===== config.mk =====
export PLATFORM = sky130hd
export DESIGN_NAME = zpcl_fetch_ctrl
export DESIGN_NICKNAME = d
export VERILOG_FILES = /design/src/rtl/zpcl_fetch_ctrl.sv
export SDC_FILE = /design/constraint.sdc
export NUM_CORES = 1
export LEC_CHECK = 0
export CAP_MARGIN = 25
export CORE_MARGIN = 2
export CORE_UTILIZATION = 44
export CTS_BUF_LIST = sky130_fd_sc_hd__clkbuf_8
export CTS_CLUSTER_DIAMETER = 60
export DETAILED_ROUTE_END_ITERATION = 8
export PLACE_DENSITY = 0.78
export SLEW_MARGIN = 20
export SYNTH_ARGS = -nofsm -noshare
export SYNTH_HDL_FRONTEND = slang
export SYNTH_SLANG_ARGS = --single-unit

===== constraint.sdc =====
create_clock -name clk -period 3.25 [get_ports clk]
set_input_delay 0.4875 -clock clk [delete_from_list [all_inputs] [get_ports clk]]
set_output_delay 0.4875 -clock clk [all_outputs]
set_load 0.05 [all_outputs]

===== src/rtl/zpcl_fetch_ctrl.sv =====
// Front-end fetch sequencer: owns the fetch PC, issues single-outstanding imem
// requests, arbitrates trap/branch redirects and buffers one instruction for decode.
module zpcl_fetch_ctrl #(
    parameter logic [31:0] START_ADDR = 32'h0000_0000,
    parameter int          STEP       = 4,
    parameter int          CNT_W      = 8
) (
    input  logic             clk,
    input  logic             rst,
    input  logic             iStall,
    input  logic             iTrapEn,
    input  logic [31:0]      iTrapPc,
    input  logic             iBjEn,
    input  logic [31:0]      iBjPc,
    output logic             oImemReq,
    output logic [31:0]      oImemAddr,
    input  logic             iImemGnt,
    input  logic             iImemRvld,
    input  logic [31:0]      iImemRdata,
    output logic             oInstVld,
    output logic [31:0]      oInstPc,
    output logic [31:0]      oInst,
    input  logic             iDecRdy,
    output logic             oFlush,
    output logic [1:0]       oRedirSrc,
    output logic [CNT_W-1:0] oDropCnt
);

    localparam logic [1:0] S_BOOT = 2'd0;
    localparam logic [1:0] S_REQ  = 2'd1;
    localparam logic [1:0] S_WAIT = 2'd2;

    localparam logic [1:0] SRC_BJ   = 2'd1;
    localparam logic [1:0] SRC_TRAP = 2'd2;

    logic [1:0]       r_state;
    logic [31:0]      r_pc;
    logic [31:0]      r_inflight_pc;
    logic             r_kill;
    logic             r_inst_vld;
    logic [31:0]      r_inst_pc;
    logic [31:0]      r_inst;
    logic             r_flush;
    logic [1:0]       r_redir_src;
    logic [CNT_W-1:0] r_drop_cnt;

    logic             w_redir;
    logic [31:0]      w_target;
    logic [1:0]       w_src;
    logic             w_req;
    logic             w_fire;
    logic             w_rsp;
    logic             w_drop;

    // Trap outranks branch/jump; nothing redirects until BOOT has passed.
    assign w_redir  = (r_state != S_BOOT) & (iTrapEn | iBjEn);
    assign w_target = iTrapEn ? iTrapPc : iBjPc;
    assign w_src    = iTrapEn ? SRC_TRAP : SRC_BJ;

    assign w_req  = (r_state == S_REQ) & ~iStall & ~r_inst_vld;
    assign w_fire = w_req & iImemGnt;
    assign w_rsp  = (r_state == S_WAIT) & iImemRvld;
    assign w_drop = w_rsp & (r_kill | w_redir);

    assign oImemReq  = w_req;
    assign oImemAddr = r_pc;
    assign oInstVld  = r_inst_vld;
    assign oInstPc   = r_inst_pc;
    assign oInst     = r_inst;
    assign oFlush    = r_flush;
    assign oRedirSrc = r_redir_src;
    assign oDropCnt  = r_drop_cnt;

    // NOTE: reset is synchronous, so it lives inside the clocked branch rather
    // than the sensitivity list; all state here uses non-blocking assignments.
    always_ff @(posedge clk) begin
        if (!rst) begin
            r_state       <= S_BOOT;
            r_pc          <= START_ADDR;
            r_inflight_pc <= '0;
            r_kill        <= 1'b0;
            r_inst_vld    <= 1'b0;
            r_inst_pc     <= '0;
            r_inst        <= '0;
            r_flush       <= 1'b0;
            r_redir_src   <= '0;
            r_drop_cnt    <= '0;
        end else begin
            r_flush <= w_redir;
            if (w_redir) begin
                r_redir_src <= w_src;
            end

            if (w_redir) begin
                r_pc <= w_target;
            end else if (w_fire) begin
                r_pc <= r_pc + 32'(STEP);
            end

            // A redirect empties the slot even if decode is taking it this cycle.
            if (w_redir) begin
                r_inst_vld <= 1'b0;
            end else if (w_rsp && !r_kill) begin
                r_inst_vld <= 1'b1;
                r_inst_pc  <= r_inflight_pc;
                r_inst     <= iImemRdata;
            end else if (r_inst_vld && iDecRdy) begin
                r_inst_vld <= 1'b0;
            end

            if (w_drop && (r_drop_cnt != '1)) begin
                r_drop_cnt <= r_drop_cnt + CNT_W'(1);
            end

            case (r_state)
                S_BOOT: r_state <= S_REQ;
                S_REQ: begin
                    if (w_fire) begin
                        r_state       <= S_WAIT;
                        r_inflight_pc <= r_pc;
                        r_kill        <= w_redir;
                    end
                end
                S_WAIT: begin
                    if (iImemRvld) begin
                        r_state <= S_REQ;
                        r_kill  <= 1'b0;
                    end else if (w_redir) begin
                        r_kill <= 1'b1;
                    end
                end
                default: r_state <= S_BOOT;
            endcase
        end
    end

endmodule


==> results of run 1 <==
[cell families after synthesis]
group / share of synthesized area
and+or+nand+nor: 0.2391
adders and majority gates: 0.004101
DFF: 0.4692
xor gates and xnor gates: 0.01579
buffers and inverters: 0.04245
AOI/OAI and AO/OA: 0.1920
muxes: 0.03733
[area by class of cell]
class | instances | area [um^2]
well taps | 180 | 225.2
clock buffers | 23 | 316.6
repair buffers | 225 | 2245
inverters | 6 | 25.02
clock inverters | 8 | 111.4
flip-flops and latches | 143 | 2863
fillers | 1204 | 4940
multi-input cells | 546 | 2994
[metrics by stage]
| step | instances | worst slack (ps) |
|---|---|---|
| 3_3_place_gp | 1099 | 697.8 |
| 6_report | 1131 | 898.3 |
| 2_1_floorplan | 750 | 1093 |
| 5_1_grt | 1131 | 837.5 |
| 4_1_cts | 1130 | 874.5 |
| 3_5_place_dp | 1099 | 676.2 |
[flip-flops by register name, indices dropped and copies added (netlist names)]
signal         count
oImemAddr         32
oInstPc           32
oInst             32
r_inflight_pc     32
oDropCnt           8
oRedirSrc          2
r_state            2
oFlush             1
oInstVld           1
r_kill             1
[where the power goes]
| part | internal (mW) | switching [mW] | total [mW] |
|---|---|---|---|
| combinational | 0.271 | 0.346 | 0.616 |
| clock | 0.868 | 0.625 | 1.49 |
| sequential | 1.81 | 0.0819 | 1.89 |
| total | 2.95 | 1.05 | 4.00 |
[cells in the final DEF (no fill, tap or decap), types with 9 or more instances in the layout]
master,n
clkdlybuf4s50_1,210
a21oi_1,112
or4_1,12
nand2_1,206
nand4_1,12
dfxtp_1,143
nor2_1,13
nand3_1,13
a311oi_1,10
mux2_2,14
a211oi_1,17
or3_1,12
o31ai_1,9
clkbuf_8,23
xor2_1,9
nor2b_1,13
o21ai_0,28
buf_4,12
[per-layer routing]
| metal | GRT usage | vias up | wire, um |
|---|---|---|---|
| met1 | 0.2996 | 2755 | 7558 |
| li1 | - | 3002 | - |
| met3 | 0.07350 | 28 | 1442 |
| met5 | 0 | - | 0 |
| met2 | 0.3757 | 236 | 8017 |
| met4 | 0.09411 | 0 | 380 |
[path summary, 6_finish.rpt]
path,startpoint,end,slack [ps],cells past startpoint
worst min-delay path,r_inflight_pc[20],oInstPc[20],450,2
worst max-delay path,oImemAddr[22],oImemAddr[22],900,1
worst max register to register,r_state[0],oImemAddr[26],1140,5
worst min register to register,r_inflight_pc[20],oInstPc[20],450,2
==> results.sh, run 1 <==
export IMPL_grt_overflow=0
export IMPL_cts_tree="built"
export IMPL_place_area_um2=8324
export IMPL_synth_most_common_cell="nand2_1"
export IMPL_grt_first_pass_wirelength_um=27540
export IMPL_arrival_ps=1860
export IMPL_rsz0062_at_grt="no"
export IMPL_hold_viol_final=0
export IMPL_maxSlewHeadroom=0.3884
export IMPL_crit_chain="clkdlybuf4s50_1"
export IMPL_max_stage_delay_ps=880
export IMPL_cpMaxStageDelayCell="clkdlybuf4s50_1"
export IMPL_post_route_util=0.6399
export IMPL_postRouteAntennaNets=0
export IMPL_grt_pass1_vias=5550
export IMPL_synth_cells=750
export IMPL_final_nets=1045
export IMPL_post_cts_resized=0
export IMPL_clock_root_buffer="clkbuf_8"
export IMPL_maxCapViolCount=0
export IMPL_die_h_um=121.8
export IMPL_setup_tns_ps=0
export IMPL_coreArea_um2=13720
export IMPL_cts_htree_levels=4
export IMPL_diodes=0
export IMPL_die_x_um=121.8
export IMPL_gp_congestion=0.8959
export IMPL_std_cell_rows=43
export IMPL_synth_top_area_frac=0.4692
export IMPL_p_leak_nw=2.930
export IMPL_ys_ff_latch=143
export IMPL_drt_iter0_drc=483
export IMPL_crit_required_ps=2760
export IMPL_ir_worst_vdd_v=0.0002343
export IMPL_post_route_drc_count=0
export IMPL_synthArstFlopShare=0
export IMPL_status="completed"
export IMPL_antenna_found_initial=0
export IMPL_synth_area_um2=6101
export IMPL_synth_top_cell_by_area="dfxtp_1"
export IMPL_slew_viol_final=0
export IMPL_dieArea_um2=14820
export IMPL_cts_sinks=143
export IMPL_synth_enable_flop_cells=0
export IMPL_postCtsSetupBuffers=0
export IMPL_dr_pass1_iters=5
export IMPL_ys_seq_area_frac=0.4692
export IMPL_fin_skew_ps=9.088
export IMPL_routedWlPerCell_um=15.38
export IMPL_synth_area_leaders="dfxtp_1, nand2_1, a21oi_1"
export IMPL_yosys_top_cells_count="nand2_1, dfxtp_1, a21oi_1"
export IMPL_fmax_ghz=0.4252
export IMPL_hold_path_class="reg2reg"
export IMPL_post_route_cells_drive_above_1_share=0.06940
export IMPL_path_delay_family="buffers and inverters"
export IMPL_numCtsBuffers=17
export IMPL_startpoint_type="register"
export IMPL_synth_nets=856
export IMPL_power_mw=3.998
export IMPL_port_buffers=212
export IMPL_yosysUniqueCellTypes=52
export IMPL_drt_total_wl_um=17400
export IMPL_grt_max_degree=104
export IMPL_vias=6021
export IMPL_whs_ps=451.9
export IMPL_clkTransAtPathRegs_ps=80
export IMPL_period_needed_ps=2352
export IMPL_power_density_nw_per_um2=455.4
export IMPL_area_growth_syn_to_layout_pct=43.91
export IMPL_io_pins=213
export IMPL_hpwl_um=11960
export IMPL_fin_crit_sh=0.7236
export IMPL_path_max_fanout=8
export IMPL_synth_avg_cell_area_um2=8.134
export IMPL_critPathCaptureType="output port"
export IMPL_synth_warnings=0
export IMPL_worst_setup_path_type="reg2out"
export IMPL_worstSkewPairLatency_ps=440
export IMPL_viasPerCell=5.324
export IMPL_clock_path_buffers=2
export IMPL_start_util=0.4447
export IMPL_crit_buf_inv=1
export IMPL_tightest_slew_ps=913.4
export IMPL_hold_buffers=0
export IMPL_setup_viol=0
export IMPL_synth_ff_type="dfxtp_1"
export IMPL_grt_use_total=0.2365
export IMPL_final_design_area_no_fill_um2=8780
(Power assumes the default switching activity.)
==> run 2: changes to the inputs <==
==> constraint.sdc (replaced) <==
create_clock -name clk -period 2.32 [get_ports clk]
set_input_delay 0.348 -clock clk [delete_from_list [all_inputs] [get_ports clk]]
set_output_delay 0.348 -clock clk [all_outputs]
set_load 0.05 [all_outputs]
==> run 2 against run 1 <==
  * Count of clock-buffer cells in the layout down 4
  * Largest cell class unchanged
  * Power up 39%
  * Worst hold slack got worse by 14 ps
==> results.sh, run 2 (same netlist as run 1, synthesis figures left out) <==
export IMPL_status="completed"
export IMPL_crit_end="oImemAddr[6]"
export IMPL_reg2reg_to="oImemAddr[30]"
export IMPL_ir_worst_vdd_v=0.0003848
export IMPL_drt_total_wl_um=17990
export IMPL_critPathLaunch="oImemAddr[6]"
export IMPL_post_route_cells_drive_above_1_share=0.09053
export IMPL_slew_viol_final=0
export IMPL_fmax_ghz=0.4567
export IMPL_grt_pass1_vias=5670
export IMPL_clock_path_buffers=2
export IMPL_cts_htree_levels=4
export IMPL_cp_depth=1
export IMPL_cts_tree="built"
export IMPL_diodes=0
export IMPL_maxSlewHeadroom=0.6030
export IMPL_power_mw=5.570
export IMPL_r2r_start="oImemAddr[20]"
export IMPL_hpwl_um=12870
export IMPL_rrSetupSlack_ps=300
export IMPL_routedWlPerCell_um=15.62
export IMPL_place_area_um2=8532
export IMPL_postCtsSetupBuffers=0
export IMPL_vias=6141
export IMPL_port_buffers=212
export IMPL_io_pins=213
export IMPL_clkTransAtPathRegs_ps=70
export IMPL_rsz0062_at_grt="no"
export IMPL_crit_chain="clkdlybuf4s50_1"
export IMPL_grt_use_total=0.2439
export IMPL_clock_root_buffer="clkbuf_8"
export IMPL_path_max_fanout=7
export IMPL_gp_congestion=0.8379
export IMPL_setup_tns_ps=0
export IMPL_startpoint_type="register"
export IMPL_final_nets=1065
export IMPL_std_cell_rows=43
export IMPL_final_common_cell="clkdlybuf4s50_1"
export IMPL_die_x_um=121.8
export IMPL_hold_buffers=0
export IMPL_grt_overflow=0
export IMPL_hold_viol_final=0
export IMPL_final_design_area_no_fill_um2=8940
export IMPL_start_util=0.4447
export IMPL_crit_required_ps=1970
export IMPL_viasPerCell=5.331
export IMPL_cpMaxStageDelayCell="clkdlybuf4s50_1"
export IMPL_worst_setup_path_type="reg2out"
export IMPL_dieArea_um2=14820
export IMPL_worstSkewPairLatency_ps=450
export IMPL_fin_skew_ps=7.569
export IMPL_tightest_slew_ps=595.4
export IMPL_period_needed_ps=2189
export IMPL_multi_input_area_um2=2994
export IMPL_p_leak_nw=3.018
export IMPL_fin_crit_sh=0.9437
export IMPL_post_cts_resized=0
export IMPL_power_density_nw_per_um2=623.0
export IMPL_regArea_um2=2863
export IMPL_reg2reg_depth=4
export IMPL_die_h_um=121.8
export IMPL_max_stage_delay_ps=900
export IMPL_most_common_layout_cells="clkdlybuf4s50_1, nand2_1, dfxtp_1, a21oi_1, buf_4"
export IMPL_num_fill_cells=1186
export IMPL_grt_max_degree=60
export IMPL_area_growth_syn_to_layout_pct=46.53
export IMPL_crit_buf_inv=1
export IMPL_maxCapViolCount=0
export IMPL_min_delay_start="iTrapEn"
export IMPL_numCtsBuffers=17
export IMPL_antenna_found_initial=0
export IMPL_path_delay_family="buffers and inverters"
export IMPL_cts_sinks=143
export IMPL_critPathCaptureType="output port"
export IMPL_dr_pass1_iters=4
export IMPL_coreArea_um2=13720
export IMPL_arrival_ps=1840
export IMPL_postRouteAntennaNets=0
export IMPL_post_route_drc_count=0
export IMPL_hold_path_class="in2reg"
export IMPL_grt_first_pass_wirelength_um=28320
export IMPL_drt_iter0_drc=441
export IMPL_setup_viol=0
run 2: changes by cell type in the layout (fill, tap and decap cells not counted), sizes merged:
cell      delta
inv          -1
buf         +20
clkinvlp     +2
clkinv       +4
clkbuf       -4
run 2: worst min-delay path by stage:
stage,to,slack (ps),depth (start not counted)
final,r_kill,440,4
after global routing,oInst[28],420,3
after CTS,r_kill,400,4
after detailed placement,oInstPc[1],440,2
after global placement,oInstPc[1],440,2
after floorplan,oInstPc[10],430,2
run 2: through the flow:
| step | util | setup slack [ps] | hold WS (ps) | std cells |
|---|---|---|---|---|
| after floorplan | - | 163.0 | 432.1 | 750 |
| after global placement | 0.6219 | 85.12 | 437.8 | 1120 |
| after detailed placement | 0.6219 | 52.09 | 443.7 | 1120 |
| after CTS | 0.6516 | 109.6 | 405.0 | 1152 |
| after global routing | 0.6516 | 93.63 | 423.3 | 1152 |
| final | 0.6516 | 130.6 | 437.5 | 1152 |
run 2: area by class of cell:
class / count / share of cell area
Sequential cell: 143 / 0.3202
Tap cell: 180 / 0.02519
Clock inverter: 13 / 0.01638
Inverter: 6 / 0.002799
Multi-Input combinational cell: 546 / 0.3349
Clock buffer: 19 / 0.02925
Timing Repair Buffer: 245 / 0.2712
run 2: power by group:
part	switching [mW]	internal, mW
logic	0.507	0.407
clock network	0.924	1.10
registers	0.0989	2.53
total	1.53	4.04
run 2: layer usage:
layer	track usage	vias to the layer above	routed length (um)
li1	-	3050	-
met1	0.3085	2832	7867
met2	0.4015	230	8573
met3	0.06367	29	1244
met4	0.08836	0	303
met5	0	-	0
==> run 3: changes to the inputs <==
==> constraint.sdc (replaced) <==
create_clock -name clk -period 2.32 [get_ports clk]
set_input_delay 0.232 -clock clk [delete_from_list [all_inputs] [get_ports clk]]
set_output_delay 0.232 -clock clk [all_outputs]
set_load 0.05 [all_outputs]
==> run 3 against run 2 <==
  * Critical path depth grew 4
  * Sequential share of layout area is essentially flat
  * Power is essentially flat
  * Utilization is essentially flat
  * Sequential power is essentially flat
  * Largest cell class unchanged
  * Highest routed layer unchanged
  * First-iteration DRC count shrank 5.0%
  * Clock skew grew 4.8 ps
  * Worst setup slack gained 130 ps
  * Maximum frequency grew 6.2%
==> results.sh, run 3 (same netlist as run 1, synthesis figures left out) <==
export IMPL_status="completed"
export IMPL_seq_power_share=0.469
export IMPL_slew_viol_final=0
export IMPL_diodes=0
export IMPL_crit_chain="nor4b_4, buf_4, nand3_2, or4_1, a311oi_1"
export IMPL_postRouteAntennaNets=0
export IMPL_area_growth_syn_to_layout_pct=46.51
export IMPL_rsz0062_at_grt="no"
export IMPL_clock_path_buffers=2
export IMPL_power_density_nw_per_um2=623.1
export IMPL_grt_use_total=0.2411
export IMPL_post_route_util=0.6515
export IMPL_die_h_um=121.8
export IMPL_critPathCaptureType="register"
export IMPL_ir_worst_vdd_v=0.0003286
export IMPL_tightest_slew_ps=602.5
export IMPL_worst_setup_path_type="reg2reg"
export IMPL_netSwitchingFraction=0.2791
export IMPL_drt_iter0_drc=419
export IMPL_start_util=0.4447
export IMPL_min_delay_start="iImemRdata[9]"
export IMPL_combPwrFrac=0.169
export IMPL_r2r_start="r_state[0]"
export IMPL_p_leak_nw=3.018
export IMPL_dr_pass1_iters=4
export IMPL_numCtsBuffers=17
export IMPL_period_needed_ps=2062
export IMPL_post_cts_resized=0
export IMPL_io_pins=213
export IMPL_startpoint_type="register"
export IMPL_cts_sinks=143
export IMPL_antenna_found_initial=0
export IMPL_coreArea_um2=13720
export IMPL_maxCapViolCount=0
export IMPL_cts_htree_levels=4
export IMPL_final_common_cell="clkdlybuf4s50_1"
export IMPL_hpwl_um=12570
export IMPL_setup_viol=0
export IMPL_path_max_fanout=10
export IMPL_vias=6180
export IMPL_die_x_um=121.8
export IMPL_clockPowerShare=0.361
export IMPL_viasPerCell=5.360
export IMPL_max_stage_delay_ps=550
export IMPL_worstSkewPairLatency_ps=460
export IMPL_post_route_drc_count=0
export IMPL_clock_root_buffer="clkbuf_8"
export IMPL_maxSlewHeadroom=0.5984
export IMPL_finalWorstSetupSlack_ps=257.9
export IMPL_whs_ps=318.3
export IMPL_final_nets=1066
export IMPL_fmax_ghz=0.4849
export IMPL_cts_tree="built"
export IMPL_crit_required_ps=2680
export IMPL_cpMaxStageDelayCell="dfxtp_1"
export IMPL_fin_crit_sh=0.8888
export IMPL_setup_tns_ps=0
export IMPL_grt_overflow=0
export IMPL_fin_skew_ps=12.35
export IMPL_grt_pass1_vias=5684
export IMPL_postCtsSetupBuffers=0
export IMPL_clkTransAtPathRegs_ps=80
export IMPL_pre_cts_ws_ps=104.6
export IMPL_post_route_cells_drive_above_1_share=0.09044
export IMPL_drt_total_wl_um=17950
export IMPL_crit_buf_inv=1
export IMPL_port_buffers=212
export IMPL_grt_first_pass_wirelength_um=28170
export IMPL_std_cell_rows=43
export IMPL_hold_viol_final=0
export IMPL_critPathLaunch="r_state[0]"
export IMPL_path_delay_family="simple AND/OR/NAND/NOR gates"
export IMPL_internal_power_mw=4.015
export IMPL_gp_congestion=0.8737
export IMPL_p_sw_mw=1.555
export IMPL_most_common_layout_cells="clkdlybuf4s50_1, nand2_1, dfxtp_1, a21oi_1, buf_4"
export IMPL_arrival_ps=2430
export IMPL_grt_max_degree=59
export IMPL_hold_path_class="in2reg"
export IMPL_dieArea_um2=14820
export IMPL_routedWlPerCell_um=15.57
export IMPL_hold_buffers=0
-- run 3: final cells by class --
| type | count | area, um^2 |
|---|---|---|
| Fill cell | 1210 | 4781 |
| Multi-Input combinational cell | 546 | 2994 |
| Sequential cell | 143 | 2863 |
| Timing Repair Buffer | 246 | 2432 |
| Clock buffer | 18 | 247.7 |
| Tap cell | 180 | 225.2 |
| Clock inverter | 14 | 151.4 |
| Inverter | 6 | 25.02 |
-- run 3: stage by stage --
| stage | cell area (um^2) | std cells | power (mW) |
|---|---|---|---|
| 2_1_floorplan | 6101 | 750 | 3.145 |
| 3_3_place_gp | 8539 | 1121 | 3.602 |
| 3_5_place_dp | 8539 | 1121 | 3.607 |
| 4_1_cts | 8939 | 1153 | 5.604 |
| 5_1_grt | 8939 | 1153 | 5.789 |
| 6_report | 8939 | 1153 | 5.569 |
-- run 3: worst reg2reg max path: stages, from the launching register on --
cell      delay [ps]
dfxtp_1          550
nor4b_4          260
buf_4            200
nand3_2          190
or4_1            520
a311oi_1         260
-- run 3: final timing paths --
kind | end | slack, ps | depth (start not counted)
worst max-delay path | oImemAddr[26] | 260 | 5
worst min-delay path | oInst[9] | 320 | 3
worst max register to register | oImemAddr[26] | 260 | 5
worst min register to register | oInstPc[29] | 450 | 2
-- run 3: power by group through the flow --
stage	Sequential, mW	Clock (mW)	Combinational (mW)
2_1_floorplan	2.87	0	0.271
3_5_place_dp	2.67	0	0.938
3_3_place_gp	2.67	0	0.933
4_1_cts	2.61	2.05	0.944
6_report	2.61	2.01	0.943
5_1_grt	2.63	2.16	0.997
-- run 3: per-layer routing --
metal | routed length (um) | vias up | global-route usage
li1 | - | 3049 | -
met1 | 7798 | 2877 | 0.3065
met2 | 8423 | 227 | 0.3876
met3 | 1384 | 27 | 0.06507
met4 | 344 | 0 | 0.09914
met5 | 0 | - | 0
